--- src/rtl/mem_stage_pkg.sv ---
// Shared definitions for the memory stage: FSM encoding, wait-counter
// width, and the MEM/WB bundle layout with its bubble value.
package mem_stage_pkg;

  localparam int CNT_W = 8;

  localparam logic [0:0] ST_IDLE = 1'b0;
  localparam logic [0:0] ST_WAIT = 1'b1;

  // Fields carried from EX/MEM; also the shape of the request latch.
  typedef struct packed {
    logic        memread;
    logic        memwrite;
    logic        regwrite;
    logic        writedatasel;
    logic        halt;
    logic [15:0] read2data;
    logic [15:0] aluresult;
    logic [2:0]  writeregsel;
  } xmpr_t;

  // MEM/WB pipeline register contents.
  typedef struct packed {
    logic [15:0] readdata;
    logic [15:0] aluresult;
    logic        regwrite;
    logic        writedatasel;
    logic        halt;
    logic        err;
    logic [2:0]  writeregsel;
  } mwpr_t;

  // A bubble writes nothing, does not halt and carries no data.
  localparam mwpr_t MWPR_BUBBLE = '0;

endpackage

--- src/rtl/mem_stage_if.sv ---
// Data-memory port between the memory stage (master) and the memory (slave).
//
// Handshake: the master raises exactly one of mem_rd / mem_wr together with
// mem_addr (and mem_wdata for writes) and holds all of them stable until the
// slave answers with a single-cycle mem_done pulse; mem_rdata is only valid in
// that cycle. mem_done may arrive in the same cycle the request first appears.
// The master may abandon a request (timeout or reset); the slave must then
// treat the access as cancelled. mem_done with no request is ignored.
interface mem_stage_if;
  import mem_stage_pkg::*;

  logic [15:0] mem_addr;
  logic [15:0] mem_wdata;
  logic        mem_rd;
  logic        mem_wr;
  logic [15:0] mem_rdata;
  logic        mem_done;

  modport master (
    output mem_addr, mem_wdata, mem_rd, mem_wr,
    input  mem_rdata, mem_done
  );

  modport slave (
    input  mem_addr, mem_wdata, mem_rd, mem_wr,
    output mem_rdata, mem_done
  );
endinterface

--- src/rtl/mem_stage_mwpr_regs.sv ---
// MEM/WB pipeline register bank with a bubble-select input: when bubble is
// high the register loads the empty bundle instead of the incoming fields.
module mwpr_regs
  import mem_stage_pkg::*;
(
  input  logic  clk,
  input  logic  rst,
  input  logic  bubble,
  input  mwpr_t d,
  output mwpr_t q
);

  // Load either the next instruction's fields or a bubble every edge.
  always_ff @(posedge clk) begin
    if (rst) begin
      q <= MWPR_BUBBLE;
    end else if (bubble) begin
      q <= MWPR_BUBBLE;
    end else begin
      q <= d;
    end
  end

endmodule

--- src/rtl/mem_stage.sv ---
// Memory stage: issues loads/stores to a variable-latency data memory,
// freezes upstream while an access is outstanding, bubbles MEM/WB meanwhile,
// and turns misaligned accesses and memory timeouts into an error halt.
module mem_stage
  import mem_stage_pkg::*;
#(
  parameter int TIMEOUT = 255
) (
  input  logic          clk,
  input  logic          rst,
  input  logic          halt_xmpr,
  input  logic          memread_xmpr,
  input  logic          memwrite_xmpr,
  input  logic          regwrite_xmpr,
  input  logic          writedatasel_xmpr,
  input  logic [15:0]   read2data_xmpr,
  input  logic [15:0]   aluresult_xmpr,
  input  logic [2:0]    writeregsel_xmpr,
  mem_stage_if.master   mem,
  output logic          stall_mem,
  output logic [15:0]   readdata_mwpr,
  output logic [15:0]   aluresult_mwpr,
  output logic          regwrite_mwpr,
  output logic          writedatasel_mwpr,
  output logic          halt_mwpr,
  output logic          err_mwpr,
  output logic [2:0]    writeregsel_mwpr,
  output logic [0:0]    fsm_state
);

  localparam logic [CNT_W-1:0] TIMEOUT_VAL = CNT_W'(TIMEOUT);
  localparam logic [CNT_W-1:0] CNT_ONE     = CNT_W'(1);

  logic [0:0]       state;
  logic [CNT_W-1:0] cnt;
  xmpr_t            live;
  xmpr_t            held;
  xmpr_t            cur;
  logic             access;
  logic             misaligned;
  logic             valid;
  logic             done;
  logic             timeout;
  mwpr_t            mwpr_d;
  mwpr_t            mwpr_q;

  assign live = '{
    memread:      memread_xmpr,
    memwrite:     memwrite_xmpr,
    regwrite:     regwrite_xmpr,
    writedatasel: writedatasel_xmpr,
    halt:         halt_xmpr,
    read2data:    read2data_xmpr,
    aluresult:    aluresult_xmpr,
    writeregsel:  writeregsel_xmpr
  };

  // In WAIT everything comes from the latch so the request stays stable even
  // if the EX/MEM inputs move; only valid accesses are ever latched.
  assign cur        = (state == ST_WAIT) ? held : live;
  assign access     = cur.memread | cur.memwrite;
  assign misaligned = access & cur.aluresult[0];
  assign valid      = access & ~cur.aluresult[0];
  assign done       = valid & mem.mem_done;
  assign timeout    = (state == ST_WAIT) & ~mem.mem_done & (cnt == TIMEOUT_VAL);

  // Stall is Mealy: it drops in the cycle the access completes or times out,
  // so upstream advances on the same edge MEM/WB is loaded.
  assign stall_mem = valid & ~done & ~timeout;

  // A set write bit wins over a set read bit.
  assign mem.mem_rd    = valid & ~cur.memwrite;
  assign mem.mem_wr    = valid & cur.memwrite;
  assign mem.mem_addr  = cur.aluresult;
  assign mem.mem_wdata = cur.read2data;

  // Build the MEM/WB bundle for the instruction currently being resolved.
  always_comb begin
    mwpr_d              = MWPR_BUBBLE;
    mwpr_d.aluresult    = cur.aluresult;
    mwpr_d.writeregsel  = cur.writeregsel;
    mwpr_d.writedatasel = cur.writedatasel;
    mwpr_d.regwrite     = cur.regwrite;
    mwpr_d.halt         = cur.halt;
    if (misaligned | timeout) begin
      mwpr_d.regwrite = 1'b0;
      mwpr_d.halt     = 1'b1;
      mwpr_d.err      = 1'b1;
    end else if (done & ~cur.memwrite) begin
      mwpr_d.readdata = mem.mem_rdata;
    end
  end

  // FSM, wait counter and request latch.
  always_ff @(posedge clk) begin
    if (rst) begin
      state <= ST_IDLE;
      cnt   <= '0;
      held  <= '0;
    end else begin
      case (state)
        ST_IDLE: begin
          if (stall_mem) begin
            state <= ST_WAIT;
            cnt   <= CNT_ONE;
            held  <= live;
          end
        end
        default: begin
          if (done | timeout) begin
            state <= ST_IDLE;
            cnt   <= '0;
          end else begin
            cnt <= cnt + CNT_ONE;
          end
        end
      endcase
    end
  end

  mwpr_regs u_mwpr_regs (
    .clk    (clk),
    .rst    (rst),
    .bubble (stall_mem),
    .d      (mwpr_d),
    .q      (mwpr_q)
  );

  assign readdata_mwpr     = mwpr_q.readdata;
  assign aluresult_mwpr    = mwpr_q.aluresult;
  assign regwrite_mwpr     = mwpr_q.regwrite;
  assign writedatasel_mwpr = mwpr_q.writedatasel;
  assign halt_mwpr         = mwpr_q.halt;
  assign err_mwpr          = mwpr_q.err;
  assign writeregsel_mwpr  = mwpr_q.writeregsel;
  assign fsm_state         = state;

endmodule
--- src/flat_wrapper.sv ---
// flat-port wrapper written by rule: the top's interface ports become plain ports
module mem_stage_flat import mem_stage_pkg::*;
#(
  parameter int TIMEOUT = 255
)
  (clk, rst, halt_xmpr, memread_xmpr, memwrite_xmpr, regwrite_xmpr, writedatasel_xmpr, read2data_xmpr, aluresult_xmpr, writeregsel_xmpr, stall_mem, readdata_mwpr, aluresult_mwpr, regwrite_mwpr, writedatasel_mwpr, halt_mwpr, err_mwpr, writeregsel_mwpr, fsm_state, mem_mem_addr, mem_mem_wdata, mem_mem_rd, mem_mem_wr, mem_mem_rdata, mem_mem_done);
  mem_stage_if mem_i ();
  input  logic clk;
  input  logic rst;
  input  logic halt_xmpr;
  input  logic memread_xmpr;
  input  logic memwrite_xmpr;
  input  logic regwrite_xmpr;
  input  logic writedatasel_xmpr;
  input  logic [15:0] read2data_xmpr;
  input  logic [15:0] aluresult_xmpr;
  input  logic [2:0] writeregsel_xmpr;
  output logic stall_mem;
  output logic [15:0] readdata_mwpr;
  output logic [15:0] aluresult_mwpr;
  output logic regwrite_mwpr;
  output logic writedatasel_mwpr;
  output logic halt_mwpr;
  output logic err_mwpr;
  output logic [2:0] writeregsel_mwpr;
  output logic [0:0] fsm_state;
  output wire logic [$bits(mem_i.mem_addr)-1:0] mem_mem_addr;
  output wire logic [$bits(mem_i.mem_wdata)-1:0] mem_mem_wdata;
  output wire logic [$bits(mem_i.mem_rd)-1:0] mem_mem_rd;
  output wire logic [$bits(mem_i.mem_wr)-1:0] mem_mem_wr;
  input wire logic [$bits(mem_i.mem_rdata)-1:0] mem_mem_rdata;
  input wire logic [$bits(mem_i.mem_done)-1:0] mem_mem_done;
  assign mem_mem_addr = mem_i.mem_addr;
  assign mem_mem_wdata = mem_i.mem_wdata;
  assign mem_mem_rd = mem_i.mem_rd;
  assign mem_mem_wr = mem_i.mem_wr;
  assign mem_i.mem_rdata = mem_mem_rdata;
  assign mem_i.mem_done = mem_mem_done;
  mem_stage #(.TIMEOUT(TIMEOUT)) u_core (.clk(clk), .rst(rst), .halt_xmpr(halt_xmpr), .memread_xmpr(memread_xmpr), .memwrite_xmpr(memwrite_xmpr), .regwrite_xmpr(regwrite_xmpr), .writedatasel_xmpr(writedatasel_xmpr), .read2data_xmpr(read2data_xmpr), .aluresult_xmpr(aluresult_xmpr), .writeregsel_xmpr(writeregsel_xmpr), .mem(mem_i), .stall_mem(stall_mem), .readdata_mwpr(readdata_mwpr), .aluresult_mwpr(aluresult_mwpr), .regwrite_mwpr(regwrite_mwpr), .writedatasel_mwpr(writedatasel_mwpr), .halt_mwpr(halt_mwpr), .err_mwpr(err_mwpr), .writeregsel_mwpr(writeregsel_mwpr), .fsm_state(fsm_state));
endmodule
--- config.mk ---
export PLATFORM = sky130hd
export DESIGN_NAME = mem_stage_flat
export DESIGN_NICKNAME = d
export VERILOG_FILES = /design/src/rtl/mem_stage_pkg.sv /design/src/rtl/mem_stage_if.sv /design/src/rtl/mem_stage_mwpr_regs.sv /design/src/rtl/mem_stage.sv /design/src/flat_wrapper.sv
export SDC_FILE = /design/constraint.sdc
export NUM_CORES = 1
export LEC_CHECK = 0
export CAP_MARGIN = 20
export CORE_ASPECT_RATIO = 1.5
export CORE_MARGIN = 10
export CORE_UTILIZATION = 45
export CTS_BUF_LIST = sky130_fd_sc_hd__clkbuf_4 sky130_fd_sc_hd__clkbuf_8
export DETAILED_ROUTE_END_ITERATION = 10
export GPL_TIMING_DRIVEN = 0
export HOLD_SLACK_MARGIN = 0.03
export PLACE_DENSITY = 0.88
export SYNTH_ARGS = -nofsm -noshare
export SYNTH_HDL_FRONTEND = slang
export SYNTH_SLANG_ARGS = --single-unit
--- constraint.sdc ---
create_clock -name clk -period 4.6 [get_ports clk]
set_clock_uncertainty 0.05 [all_clocks]
set_input_delay 1.15 -clock clk [delete_from_list [all_inputs] [get_ports clk]]
set_output_delay 1.15 -clock clk [all_outputs]
set_load 0.02 [all_outputs]
=== After elaboration in Yosys (flattened, before gate mapping) ===
Cells that the tools add are included.

* Add/sub/neg operators: 1
* Equal/unequal tests: 1
* Mux-type cells: 8
* Bitwise logic cells: 20
* Reduce and logical (&&, ||, !) cells: 5

{| class="wikitable"
|+ Operator list
! operator !! count
|-
| $mux 40 || 1
|-
| $mux 8 || 3
|-
| $and 1x1->1 || 10
|-
| $add 8x1->8 const B || 1
|-
| $eq 8x8->1 const B || 1
|-
| $not 1->1 || 7
|-
| $reduce_or 4->1 || 1
|-
| $mux 1 || 3
|-
| $or 1x1->1 || 3
|-
| $reduce_or 3->1 || 1
|-
| $mux 2 || 1
|-
| $reduce_and 2->1 || 1
|-
| $reduce_bool 2->1 || 1
|-
| $reduce_or 2->1 || 1
|}

* Bits in registers: 88
* Output and inout port bits: 75

=== Longest topological paths before layout ===
* Depth after elaboration: 9
* Mapped depth: 7

=== Modules after synthesis ===
A second synthesis with hierarchy kept.

* Cell total of the unflattened synthesis: 431
* Area total of the unflattened synthesis: 3936.3 um2

{| class="wikitable"
|+ Modules (own cells, without submodules)
! module !! instances !! cells an instance !! area an instance (um2)
|-
| mem_stage || 1 || 345 || 2755.1
|-
| mwpr_regs || 1 || 86 || 1181.1
|}

=== Least setup slack after synthesis ===
No wires, ideal clock.

* Path kind: input port to output port
* From: input port memread_xmpr
* To: output port stall_mem
* Arrival time: 2.272 ns
* Data required time: 3.400 ns
* Path slack: 1.128 ns
* Stages on the path: 5
* Path buffers: 2
* Path through: o21bai_1 -> or3_1 -> clkbuf_1 -> clkbuf_1 -> o31ai_1

* Word-level cells in the longest chain between the ends: 7

{| class="wikitable"
|+ RTL lines
! element !! line !! source
|-
| start, declared || flat_wrapper.sv:11 || <nowiki>input logic memread_xmpr;</nowiki>
|-
| $mux 40 (*) || mem_stage.sv:60 || <nowiki>assign cur = (state == ST_WAIT) ? held : live;</nowiki>
|-
| $or 1x1->1 (*) || mem_stage.sv:61 || <nowiki>assign access = cur.memread | cur.memwrite;</nowiki>
|-
| $and 1x1->1 (*) || mem_stage.sv:63 || <nowiki>assign valid = access & ~cur.aluresult[0];</nowiki>
|-
| $and 1x1->1 || mem_stage.sv:64 || <nowiki>assign done = valid & mem.mem_done;</nowiki>
|-
| $not 1->1 || mem_stage.sv:69 || <nowiki>assign stall_mem = valid & ~done & ~timeout;</nowiki>
|-
| $and 1x1->1 (*) (2 in a row) || mem_stage.sv:69 ||
|-
| end, declared || flat_wrapper.sv:18 || <nowiki>output logic stall_mem;</nowiki>
|}

Every way passes the cells marked *; elsewhere a longest branch is shown, timed or not.

=== Worst setup path after layout ===
* From: input port aluresult_xmpr[0]
* To: output port stall_mem

* Word-level cells in the longest chain between the ends: 7

{| class="wikitable"
|+ RTL lines
! element !! line !! source
|-
| start, declared || flat_wrapper.sv:16 || <nowiki>input logic [15:0] aluresult_xmpr;</nowiki>
|-
| $mux 40 (*) || mem_stage.sv:60 ||
|-
| $not 1->1 (*) || mem_stage.sv:63 ||
|-
| $and 1x1->1 (*) || mem_stage.sv:63 ||
|-
| $and 1x1->1 || mem_stage.sv:64 ||
|-
| $not 1->1 || mem_stage.sv:69 ||
|-
| $and 1x1->1 (*) (2 in a row) || mem_stage.sv:69 ||
|}

Marks and branches as above.

==> results by group <==
Status
  • Run status: complete, no violations

Critical path
  • Arrival time worst endpoint: 3.19 ns
  • Critical Path RT: 3.40 ns
  • Reg-to-reg setup timing slack: 2.34 ns
  • Maximum fanout along the worst path: 10
  • Crit start category: input port
  • Worst path max stage delay: between 0.4 and 0.5 ns
  • Kind of cell with the highest combined delay on the critical path: buffers and inverters
  • Critical path, cell by cell: clkdlybuf4s50_1 > o21bai_2 > or3_1 > clkbuf_1 > clkbuf_2 > o31ai_1 > dlygate4sd2_1
  • Kind of end point of the critical path: primary output
  • Highest-delay cell along the critical path: sky130_fd_sc_hd__clkdlybuf4s50_1
  • Kind of critical path: input port to primary output
  • Critical path buffers and inverters: 4

Timing
  • Clock period minus final worst setup slack: about 4.4 ns
  • Setup violators final: 0
  • Unrepaired setup endpoints after global routing: no
  • Slew of the pin with the lowest slew margin: between 0.5 and 0.6 ns
  • Maximum clock frequency: 0.2279 GHz
  • Period Utilization, post-route: a little over nine tenths
  • Slew Viols, Final: 0
  • Final critical-path setup slack: 0.2118 ns
  • Max-slew headroom at the worst pin: 62.46%
  • Final Hold Slack: 0.4045 ns
  • Final hold violations: 0
  • Total negative slack: 0 ns

Synthesis
  • Dominant synthesized flop cell: sky130_fd_sc_hd__dfxtp_1
  • Post-synth design cell area: approximately 0.0037 mm2
  • Number of distinct standard cells referenced by the synthesized netlist: between 40 and 50
  • Portion of synthesized cell area occupied by the leading cell type: 47.39%
  • Flip-flop and latch count after synthesis: between 80 and 90
  • Yosys synthesis warning count: 0
  • Nets in the synthesized netlist: 467
  • Number of flops mapped to enable cells by yosys: 0
  • Post-synthesis area per instance: just over 9 um2
  • Cell accounting for the most synthesized area: sky130_fd_sc_hd__dfxtp_1
  • Cell types occupying the most area after synthesis: sky130_fd_sc_hd__dfxtp_1 (47%), sky130_fd_sc_hd__mux2_2 (9.7%), sky130_fd_sc_hd__nand2_1 (8.3%)
  • Sequential fraction of the synthesis area: 47.39%
  • Post-Syn Instances: 407
  • Fraction of registers with async set or reset after synthesis: 0%

Floorplanning
  • Area of the core: 0.008058 mm2
  • Width of the die: ~94 um
  • Floorplan die area: between 0.01 and 0.015 mm2
  • Die height: roughly 130 um
  • I/O Pins: 134
  • Starting density of the core: 46.13%
  • Row count: 40

Drt
  • Drt drc: 0
  • DR vias: around 3300
  • Antenna-violating nets left: 0
  • Vias per cell: between 4 and 5
  • Pre-Repair DR Iteration Count: 4
  • Wire length reported by the detailed router: between 10000 and 15000 um
  • Detailed Route Iter0 Violations: 156
  • Average wire per cell in the routed design: approximately 15 um

CTS
  • Clock buffers created by TritonCTS: 9
  • CTS Sinks: 88
  • Clock Tree Buf Depth: 2
  • Clock tree from TritonCTS: yes
  • Number of H-tree branching levels: 3
  • Worst-path clk slew: 0.08 ns
  • CTS Hold Bufs: 0
  • Clock latency on the worst-skew pair: 0.35 ns
  • Root buf cell: sky130_fd_sc_hd__clkbuf_8

Run
  • # Max-Cap Violations: 0

Place
  • Number of cells in the design after placement: approximately 650
  • Routability Congestion: a little under 0.9
  • I/O Buffers: 133
  • Post-DP HPWL: about 8100 um
  • Setup slack after placement: -0.2612 ns

GRT
  • Total global routing overflow: 0
  • Initial antenna violation count: 0
  • Global-route wire length before repair: 16350 um
  • Maximum number of pins on one net before global-route repair: 14
  • GR Util All Layers: 16.51%
  • Number of global-route vias before repair: around 3300

Finish
  • Final standard cell count with taps included and fillers excluded: 661
  • Antenna fix cells: 0
  • Number of nets in the final layout: between 600 and 700
  • Layout cell share with drive strength beyond 1: 17.09%
  • Synthesis-to-finish area growth: 45.00%

Power
  • Combinational fraction of design power: 21.7%
  • Relative contribution of the clock network to total power: approximately a third
  • Power density over cell area: 322.0 mW/mm2
  • Switching power summed over all nets: 444.1 uW
  • Internal power summed over all cells: ~1.3 mW
  • Max VDD drop: between 0.00015 and 0.0002 V
  • Sw Ratio: around 26%
  • Leak: 2.042 nW
  • Sequential cell fraction of total power: a little under half

Hold path
  • Hold crit path type: register to register
worst reg2reg max path, stage by stage, from the launching register on:
cell and delay [ns]:
sky130_fd_sc_hd__dfxtp_1 0.39, sky130_fd_sc_hd__ha_1 0.23, sky130_fd_sc_hd__nand4_1 0.20, sky130_fd_sc_hd__nor4b_2 0.58
sky130_fd_sc_hd__o311ai_1 0.25, sky130_fd_sc_hd__clkbuf_1 0.32, sky130_fd_sc_hd__nor2b_1 0.18
state kept, by name, summed over array words and instances, names as in the netlist:
signal / cells
u_core.fsm_state: 1
u_core.cnt: 8
u_core.held: 40
u_core.u_mwpr_regs.q: 39
area by class of cell:
class | count | area (um2)
timing repair buffer | 133 | 1330
sequential | 88 | 1762
tap | 105 | 131.4
inverter | 7 | 26.28
multi-input combinational | 255 | 1577
clock inverter | 2 | 38.79
clock buffer | 14 | 167.7
fill | 660 | 2668
buffer | 57 | 357.8
placed cells by master, fill, tap and decap left out, types with 10 or more instances in the layout:
cell type	count
sky130_fd_sc_hd__mux2_2	32
sky130_fd_sc_hd__clkbuf_1	13
sky130_fd_sc_hd__nand2_1	82
sky130_fd_sc_hd__nor2b_1	15
sky130_fd_sc_hd__clkdlybuf4s50_1	132
sky130_fd_sc_hd__buf_4	32
sky130_fd_sc_hd__and2_1	17
sky130_fd_sc_hd__nor2_1	11
sky130_fd_sc_hd__clkbuf_8	10
sky130_fd_sc_hd__a21oi_1	47
sky130_fd_sc_hd__dfxtp_1	88
layer usage:
metal	share of wire [%]	up-vias	routed length (um)	track usage [%]
met5	0	-	0	0
met4	2.8	0	289	7.712
met3	8.9	21	905	5.872
met2	51	131	5231	29.12
met1	37	1517	3790	16.43
li1	-	1617	-	-
worst paths after layout:
check                    startpoint                      end  cells past startpoint
setup / recovery  aluresult_xmpr[0]                stall_mem                      7
hold / removal      u_core.held[15]          u_core.held[15]                      2
setup reg to reg      u_core.cnt[1]  u_core.u_mwpr_regs.q[9]                      6
hold reg to reg     u_core.held[15]          u_core.held[15]                      2
power by group through the flow:
| stage | Combinational [mW] | Clock [mW] | Sequential, mW |
|---|---|---|---|
| 2_1_floorplan | 0.183 | 0 | 0.850 |
| 3_3_place_gp | 0.371 | 0 | 0.829 |
| 3_5_place_dp | 0.378 | 0 | 0.831 |
| 4_1_cts | 0.380 | 0.555 | 0.813 |
| 5_1_grt | 0.406 | 0.586 | 0.817 |
| 6_report | 0.377 | 0.546 | 0.813 |
Yosys cell counts, types with 2 or more instances:
master and instances:
sky130_fd_sc_hd__nor3_1 2, sky130_fd_sc_hd__buf_4 32, sky130_fd_sc_hd__nor4_1 2, sky130_fd_sc_hd__a21oi_1 47, sky130_fd_sc_hd__nor2b_1 15, sky130_fd_sc_hd__buf_6 2, sky130_fd_sc_hd__dfxtp_1 88, sky130_fd_sc_hd__mux2_2 32
sky130_fd_sc_hd__clkbuf_1 14, sky130_fd_sc_hd__and3_1 3, sky130_fd_sc_hd__mux2i_1 6, sky130_fd_sc_hd__nand2b_1 2, sky130_fd_sc_hd__inv_1 6, sky130_fd_sc_hd__buf_1 3, sky130_fd_sc_hd__nand2_1 82, sky130_fd_sc_hd__nand3_1 4
sky130_fd_sc_hd__o31ai_1 2, sky130_fd_sc_hd__or3_1 2, sky130_fd_sc_hd__and2_1 17, sky130_fd_sc_hd__o211ai_1 2, sky130_fd_sc_hd__o21ai_0 3, sky130_fd_sc_hd__nor2_1 11, sky130_fd_sc_hd__buf_2 6
through the flow:
step	cell area (um2)	utilization [%]	power, mW
2_1_floorplan	3717	-	1.033
3_3_place_gp	5180	64.29	1.201
3_5_place_dp	5180	64.29	1.209
4_1_cts	5386	66.85	1.748
5_1_grt	5390	66.89	1.809
6_report	5390	66.89	1.736
logic make-up (layout without fill, tap and decap cells):
family | after synthesis | in the layout | synth area share [%]
AOI/OAI and AO/OA | 71 | 71 | 11.95
xor gates and xnor gates | 1 | 1 | 0.2357
adders and majority gates | 1 | 1 | 0.3365
buffers and inverters | 64 | 213 | 10.30
DFF | 88 | 88 | 47.39
muxes | 39 | 39 | 11.92
and+or+nand+nor | 143 | 143 | 17.87
timing repair:
action | CTS | global route
gates resized for setup | 2 | 1
cloned | 0 | 0
setup endpoints to repair | 1 | 1
setup buffers | 0 | 0
Power figures use the tool's default switching activity.
